## src/rtl/cdb_arbiter_pkg.sv

```systemverilog
// rtl/cdb_arbiter_pkg.sv - shared CDB widths, source indices and round-robin helper
// Defines `ID_WIDTH, `VAL_WIDTH, `CDB_SRC_ALU and `CDB_SRC_LSB for the RS, LSB and ROB.
`ifndef CDB_DEFINES_SVH
`define CDB_DEFINES_SVH
`define ID_WIDTH    4
`define VAL_WIDTH   32
`define CDB_SRC_ALU 0
`define CDB_SRC_LSB 1
`endif

package cdb_arbiter_pkg;
    localparam int CDB_ID_WIDTH  = `ID_WIDTH;
    localparam int CDB_VAL_WIDTH = `VAL_WIDTH;
    localparam int CDB_NUM_SRC   = 2;
    localparam int CDB_DEPTH     = 4;

    function automatic int rr_next(input int idx, input int num);
        return (idx + 1 >= num) ? 0 : idx + 1;
    endfunction
endpackage

```

## src/rtl/cdb_src_fifo.sv

```systemverilog
// rtl/cdb_src_fifo.sv - per-source result FIFO feeding the CDB arbiter
module cdb_src_fifo #(
    parameter int DEPTH     = 4,
    parameter int ID_WIDTH  = 4,
    parameter int VAL_WIDTH = 32,
    parameter int CNT_W     = $clog2(DEPTH + 1)
) (
    input  logic                 clk,
    input  logic                 rst_in,
    input  logic                 rdy_in,
    input  logic                 flush,
    input  logic                 push,
    input  logic [ID_WIDTH-1:0]  push_lab,
    input  logic [VAL_WIDTH-1:0] push_val,
    input  logic                 pop,
    output logic [ID_WIDTH-1:0]  head_lab,
    output logic [VAL_WIDTH-1:0] head_val,
    output logic [CNT_W-1:0]     count,
    output logic                 full
);
    localparam int PTR_W = $clog2(DEPTH);

    logic [ID_WIDTH-1:0]  lab_mem [DEPTH];
    logic [VAL_WIDTH-1:0] val_mem [DEPTH];
    logic [PTR_W-1:0]     rd_ptr;
    logic [PTR_W-1:0]     wr_ptr;
    logic                 do_push;
    logic                 do_pop;

    assign full     = (count == CNT_W'(DEPTH));
    assign do_pop   = pop && (count != '0);
    // A same-cycle pop frees the slot a push into a full FIFO needs.
    assign do_push  = push && (!full || do_pop);
    assign head_lab = lab_mem[rd_ptr];
    assign head_val = val_mem[rd_ptr];

    always_ff @(posedge clk) begin
        if (!rst_in && rdy_in && !flush && do_push) begin
            lab_mem[wr_ptr] <= push_lab;
            val_mem[wr_ptr] <= push_val;
        end
    end

    always_ff @(posedge clk) begin
        if (rst_in) begin
            rd_ptr <= '0;
            wr_ptr <= '0;
            count  <= '0;
        end else if (rdy_in) begin
            if (flush) begin
                rd_ptr <= '0;
                wr_ptr <= '0;
                count  <= '0;
            end else begin
                if (do_push) wr_ptr <= wr_ptr + 1'b1;
                if (do_pop)  rd_ptr <= rd_ptr + 1'b1;
                count <= count + CNT_W'(do_push) - CNT_W'(do_pop);
            end
        end
    end
endmodule

```

## src/rtl/cdb_arbiter.sv

```systemverilog
// rtl/cdb_arbiter.sv - round-robin arbiter sharing the CDB between result sources
// Define CDB_BYPASS_EN to let a push into an empty FIFO win the CDB in its own cycle.
module cdb_arbiter
    import cdb_arbiter_pkg::*;
#(
    parameter int  NUM_SRC   = CDB_NUM_SRC,
    parameter int  DEPTH     = CDB_DEPTH,
    parameter int  ID_WIDTH  = CDB_ID_WIDTH,
    parameter int  VAL_WIDTH = CDB_VAL_WIDTH,
    localparam int SRC_W     = (NUM_SRC > 1) ? $clog2(NUM_SRC) : 1
) (
    input  logic                           clk,
    input  logic                           rst_in,
    input  logic                           rdy_in,
    input  logic                           flush,
    input  logic [NUM_SRC-1:0]             src_valid,
    input  logic [NUM_SRC*ID_WIDTH-1:0]    src_lab,
    input  logic [NUM_SRC*VAL_WIDTH-1:0]   src_val,
    output logic [NUM_SRC-1:0]             src_full,
    output logic                           cdb_ready,
    output logic [ID_WIDTH-1:0]            cdb_lab,
    output logic [VAL_WIDTH-1:0]           cdb_val,
    output logic [SRC_W-1:0]               cdb_src,
    output logic                           overflow
);
    localparam int CNT_W = $clog2(DEPTH + 1);

    logic [ID_WIDTH-1:0]  lab_in   [NUM_SRC];
    logic [VAL_WIDTH-1:0] val_in   [NUM_SRC];
    logic [ID_WIDTH-1:0]  head_lab [NUM_SRC];
    logic [VAL_WIDTH-1:0] head_val [NUM_SRC];
    logic [CNT_W-1:0]     count    [NUM_SRC];
    logic [NUM_SRC-1:0]   push_req, empty, cand, pop, fifo_push, drop;
    logic [SRC_W-1:0]     rr_ptr, grant_idx;
    logic                 grant_any, grant_byp;
    logic [ID_WIDTH-1:0]  sel_lab;
    logic [VAL_WIDTH-1:0] sel_val;

    for (genvar i = 0; i < NUM_SRC; i++) begin : g_src
        assign lab_in[i]   = src_lab[i*ID_WIDTH +: ID_WIDTH];
        assign val_in[i]   = src_val[i*VAL_WIDTH +: VAL_WIDTH];
        assign push_req[i] = src_valid[i] && (lab_in[i] != '0);
        assign empty[i]    = (count[i] == '0);
`ifdef CDB_BYPASS_EN
        assign cand[i]     = !empty[i] || push_req[i];
`else
        assign cand[i]     = !empty[i];
`endif
        assign pop[i]       = grant_any && (grant_idx == SRC_W'(i)) && !empty[i];
        assign fifo_push[i] = push_req[i] && !(grant_byp && (grant_idx == SRC_W'(i)));
        assign drop[i]      = push_req[i] && src_full[i] && !pop[i];

        cdb_src_fifo #(
            .DEPTH     (DEPTH),
            .ID_WIDTH  (ID_WIDTH),
            .VAL_WIDTH (VAL_WIDTH),
            .CNT_W     (CNT_W)
        ) u_fifo (
            .clk      (clk),
            .rst_in   (rst_in),
            .rdy_in   (rdy_in),
            .flush    (flush),
            .push     (fifo_push[i]),
            .push_lab (lab_in[i]),
            .push_val (val_in[i]),
            .pop      (pop[i]),
            .head_lab (head_lab[i]),
            .head_val (head_val[i]),
            .count    (count[i]),
            .full     (src_full[i])
        );
    end

    // First candidate at or after rr_ptr, wrapping, wins the bus.
    always_comb begin
        logic [SRC_W-1:0] idx;
        idx       = '0;
        grant_any = 1'b0;
        grant_idx = rr_ptr;
        for (int k = 0; k < NUM_SRC; k++) begin
            idx = SRC_W'((int'(rr_ptr) + k) % NUM_SRC);
            if (!grant_any && cand[idx]) begin
                grant_any = 1'b1;
                grant_idx = idx;
            end
        end
    end

`ifdef CDB_BYPASS_EN
    assign grant_byp = grant_any && empty[grant_idx];
`else
    assign grant_byp = 1'b0;
`endif

    always_comb begin
        sel_lab = head_lab[grant_idx];
        sel_val = head_val[grant_idx];
`ifdef CDB_BYPASS_EN
        if (grant_byp) begin
            sel_lab = lab_in[grant_idx];
            sel_val = val_in[grant_idx];
        end
`endif
    end

    always_ff @(posedge clk) begin
        if (rst_in) begin
            rr_ptr    <= '0;
            cdb_ready <= 1'b0;
            cdb_lab   <= '0;
            cdb_val   <= '0;
            cdb_src   <= '0;
            overflow  <= 1'b0;
        end else if (rdy_in) begin
            if (flush) begin
                rr_ptr    <= '0;
                cdb_ready <= 1'b0;
                cdb_lab   <= '0;
                cdb_val   <= '0;
                cdb_src   <= '0;
            end else begin
                cdb_ready <= grant_any;
                cdb_lab   <= grant_any ? sel_lab : '0;
                cdb_val   <= grant_any ? sel_val : '0;
                cdb_src   <= grant_any ? grant_idx : '0;
                if (grant_any) rr_ptr <= SRC_W'(rr_next(int'(grant_idx), NUM_SRC));
                if (|drop) overflow <= 1'b1;
            end
        end
    end
endmodule

```

## config.mk

```make
export PLATFORM = sky130hd
export DESIGN_NAME = cdb_arbiter
export DESIGN_NICKNAME = d
export VERILOG_FILES = /design/src/rtl/cdb_arbiter_pkg.sv /design/src/rtl/cdb_src_fifo.sv /design/src/rtl/cdb_arbiter.sv
export SDC_FILE = /design/constraint.sdc
export NUM_CORES = 1
export LEC_CHECK = 0
export CAP_MARGIN = 20
export CORE_ASPECT_RATIO = 0.5
export CORE_UTILIZATION = 25
export CTS_CLUSTER_DIAMETER = 120
export DETAILED_ROUTE_END_ITERATION = 16
export PLACE_DENSITY = 0.52
export RECOVER_POWER = 25
export SYNTH_ARGS = -nofsm -noshare
export SYNTH_HDL_FRONTEND = slang
export SYNTH_HIERARCHICAL = 1
export SYNTH_SLANG_ARGS = --single-unit
```

## constraint.sdc

```tcl
create_clock -name clk -period 9.6 [get_ports clk]
set_input_delay 0.96 -clock clk [delete_from_list [all_inputs] [get_ports clk]]
set_output_delay 0.96 -clock clk [all_outputs]
set_load 0.05 [all_outputs]
```

==> summary.md <==
| Metric | Value |
|---|---|
| Run status | finished, final reports clean |
| Final Wtd Congestion | 0.715 |
| Largest net degree at the start of global routing | 70 |
| Hold crit path type | flip-flop to flip-flop |
| I/O pins | 119 |
| Routed WL per cell | 20.2 um |
| Vias | 7444 |
| Vias in the first global route | 7761 |
| Relative slew margins | 0.262 |
| Post-CTS Setup Bufs | 0 |
| CTS sink count | 346 |
| Commonest cells after routing, fill and taps aside | 288 x edfxtp_1, 73 x clkdlybuf4s50_1, 72 x mux4_2 |
| Mapped Avg Cell Area | 18.4 sq um |
| Initial Util | 0.253 |
| Area growth syn-to-layout | 23.4% |
| Commonest non-fill, non-tap cell in the layout | edfxtp_1 |
| Cts hold-fix bufs | 0 |
| Worst-path clk slew | 60 ps |
| Final Hold Viols | 0 |
| DRC viols | 0 |
| Cell Chain, Critical Path | or3_1 -> buf_4 -> a21oi_4 -> or4b_4 -> nand2_1 -> nor4b_2 -> buf_4 |
| Slowest-stage cell, CP | nor4b_2 |
| Core area | 53800 sq um |
| Yosys warns | 6 |
| Data arrival, critical path | 3680 ps |
| Startpoint types | flip-flop |
| Overflow after GRT | 0 |
| GRT Total Usage | 0.116 |
| Crit end category | flip-flop |
| Fin crit period | 3510 ps |
| PD cells | 189 nW/um^2 |
| Yosys reg bits | 346 |
| Initial antenna violation count | 4 |
| Total negative slack | 0 ps |
| RSZ-0062 raised after global routing | false |
| Cell count after synthesis | 741 |
| Drt pass-1 iters | 4 |
| Row count | 60 |
| Clock latency on the worst-skew pair | 540 ps |
| Pleak | 5.00 nW |
| Peak VDD IR | 122 uV |
| Post-synthesis cell type count | 52 |
| Predominant post-synthesis flop cell | edfxtp_1 |
| Slew Limit Fails | 0 |
| IO buf count | 118 |
| Nets | 950 |
| Num CTS Buffers | 37 |
| Worst Path Required | 9770 ps |
| # H-tree levels | 2 |
| Setup violations, final | 0 |
| Register area | 9810 sq um |
| Share of synthesized registers carrying an async set or reset | 0 |
| Final Instance Area | 16800 sq um |
| Register area share after synthesis | 0.719 |
| CTS tree | built |
| Initial drt markers | 529 |
| Worst-margin pin slew | 1110 ps |
| EDFF count, synth | 288 |
| Layout cells sized above 1 | 0.188 |
| Setup CP Type | flip-flop to flip-flop |
| Post-synthesis instance area | 13600 sq um |
| Final period util | 0.365 |
| Global-route wire length before repair | 48900 um |
| Fillers | 5149 |
| Area occupied by multi-input gates | 3560 sq um |
| Crit-path max FO | 40 |
| Die Height | 167 um |
| CP most frequent cell | buf_4 |
| Fmax | 0.285 GHz |
| Post-Route WL | 32400 um |
| Vias per Instance | 4.64 |
| Clock skew | 15.2 ps |
| Die W | 332 um |
| Net count after synthesis | 831 |
| Maxcap violations | 0 |
| DP Wirelength | 19400 um |
| Clock buffer depth | 3 |
| Largest stage delay, worst path | 920 ps |
| Area post-placement | 15600 sq um |
| Die area | 55500 sq um |
| Antenna Violating Nets Remaining | 0 |
| Root buffer cell | clkbuf_16 |
| Post-CTS sizing | 0 |
-- power by group --
| group | switching (mW) | internal (mW) | total [mW] |
|---|---|---|---|
| logic | 0.0756 | 0.0503 | 0.126 |
| registers | 0.00611 | 1.64 | 1.64 |
| clock network | 0.568 | 0.850 | 1.42 |
-- cell usage after synthesis, types with 9 or more instances --
master	number	area, sq um
edfxtp_1	288	8650
mux4_2	72	1620
dfxtp_1	58	1160
a31oi_1	42	263
nand2b_1	41	257
nand4_1	37	231
o2111ai_1	36	315
clkbuf_1	24	90.1
buf_2	20	100
ha_1	10	125
nand2_1	10	37.5
inv_1	9	33.8
nor2_1	9	33.8
-- path summary, 6_finish.rpt --
check                                              start                              to  slack [ps]  depth (start not counted)
worst max-delay path            g_src[1].u_fifo/count[1]  g_src[0].u_fifo/val_mem[0][25]        6090                          7
worst min-delay path                           cdb_ready                       cdb_ready         480                          2
worst max register to register  g_src[1].u_fifo/count[1]  g_src[0].u_fifo/val_mem[0][25]        6090                          7
worst min register to register                 cdb_ready                       cdb_ready         480                          2
-- flip-flops by register name (all words and copies together), names as in the netlist, 4 cells and up, named ones only --
signal                flops
cdb_val                  32
g_src.u_fifo/count        6
g_src.u_fifo/lab_mem     32
cdb_lab                   4
g_src.u_fifo/val_mem    256
g_src.u_fifo/rd_ptr       4
g_src.u_fifo/wr_ptr       4
-- worst max-delay path, delay by kind of cell (launching register included) --
family                 cells  cell delay, ps
AND/OR/NAND/NOR            4            1570
flip-flops                 1             440
buffers and inverters      2             830
AO/OA/AOI/OAI              1             260
-- layer usage --
metal / up-vias / track usage / part of all wire / routed length [um]
li1: 3338 / - / - / -
met2: 145 / 0.225 / 0.57 / 18300
met3: 45 / 0.0193 / 0.031 / 1020
met4: 0 / 0.0328 / 0.017 / 554
met1: 3916 / 0.131 / 0.38 / 12400
met5: - / 0 / 0 / 0
-- per-stage QoR --
step	hold WS [ps]	std cells	total power [mW]	setup slack, ps	util
after global placement	468	1534	1.80	5490	0.290
after floorplan	482	741	1.73	3840	-
final	481	1604	3.19	6090	0.313
after CTS	484	1602	3.23	5980	0.312
after detailed placement	468	1534	1.80	5490	0.290
after global routing	513	1603	3.29	5880	0.313
-- cells by family after synthesis --
family | after synthesis | synth area share
flip-flops | 346 | 0.719
AND/OR/NAND/NOR | 138 | 0.0641
AO/OA/AOI/OAI | 107 | 0.0628
multiplexers | 72 | 0.119
buffers and inverters | 64 | 0.0215
adder cells (fa/ha/maj) | 12 | 0.0121
XOR/XNOR | 2 | 0.00128
-- layout make-up --
| class | count | share of cell area |
|---|---|---|
| Tap cell | 713 | 0.0530 |
| Multi-Input combinational cell | 331 | 0.211 |
| Clock inverter | 23 | 0.0157 |
| Inverter | 9 | 0.00201 |
| Antenna cell | 2 | 0.000297 |
| Timing Repair Buffer | 135 | 0.0775 |
| Sequential cell | 346 | 0.583 |
| Clock buffer | 45 | 0.0568 |
Power figures use the tool's default switching activity.
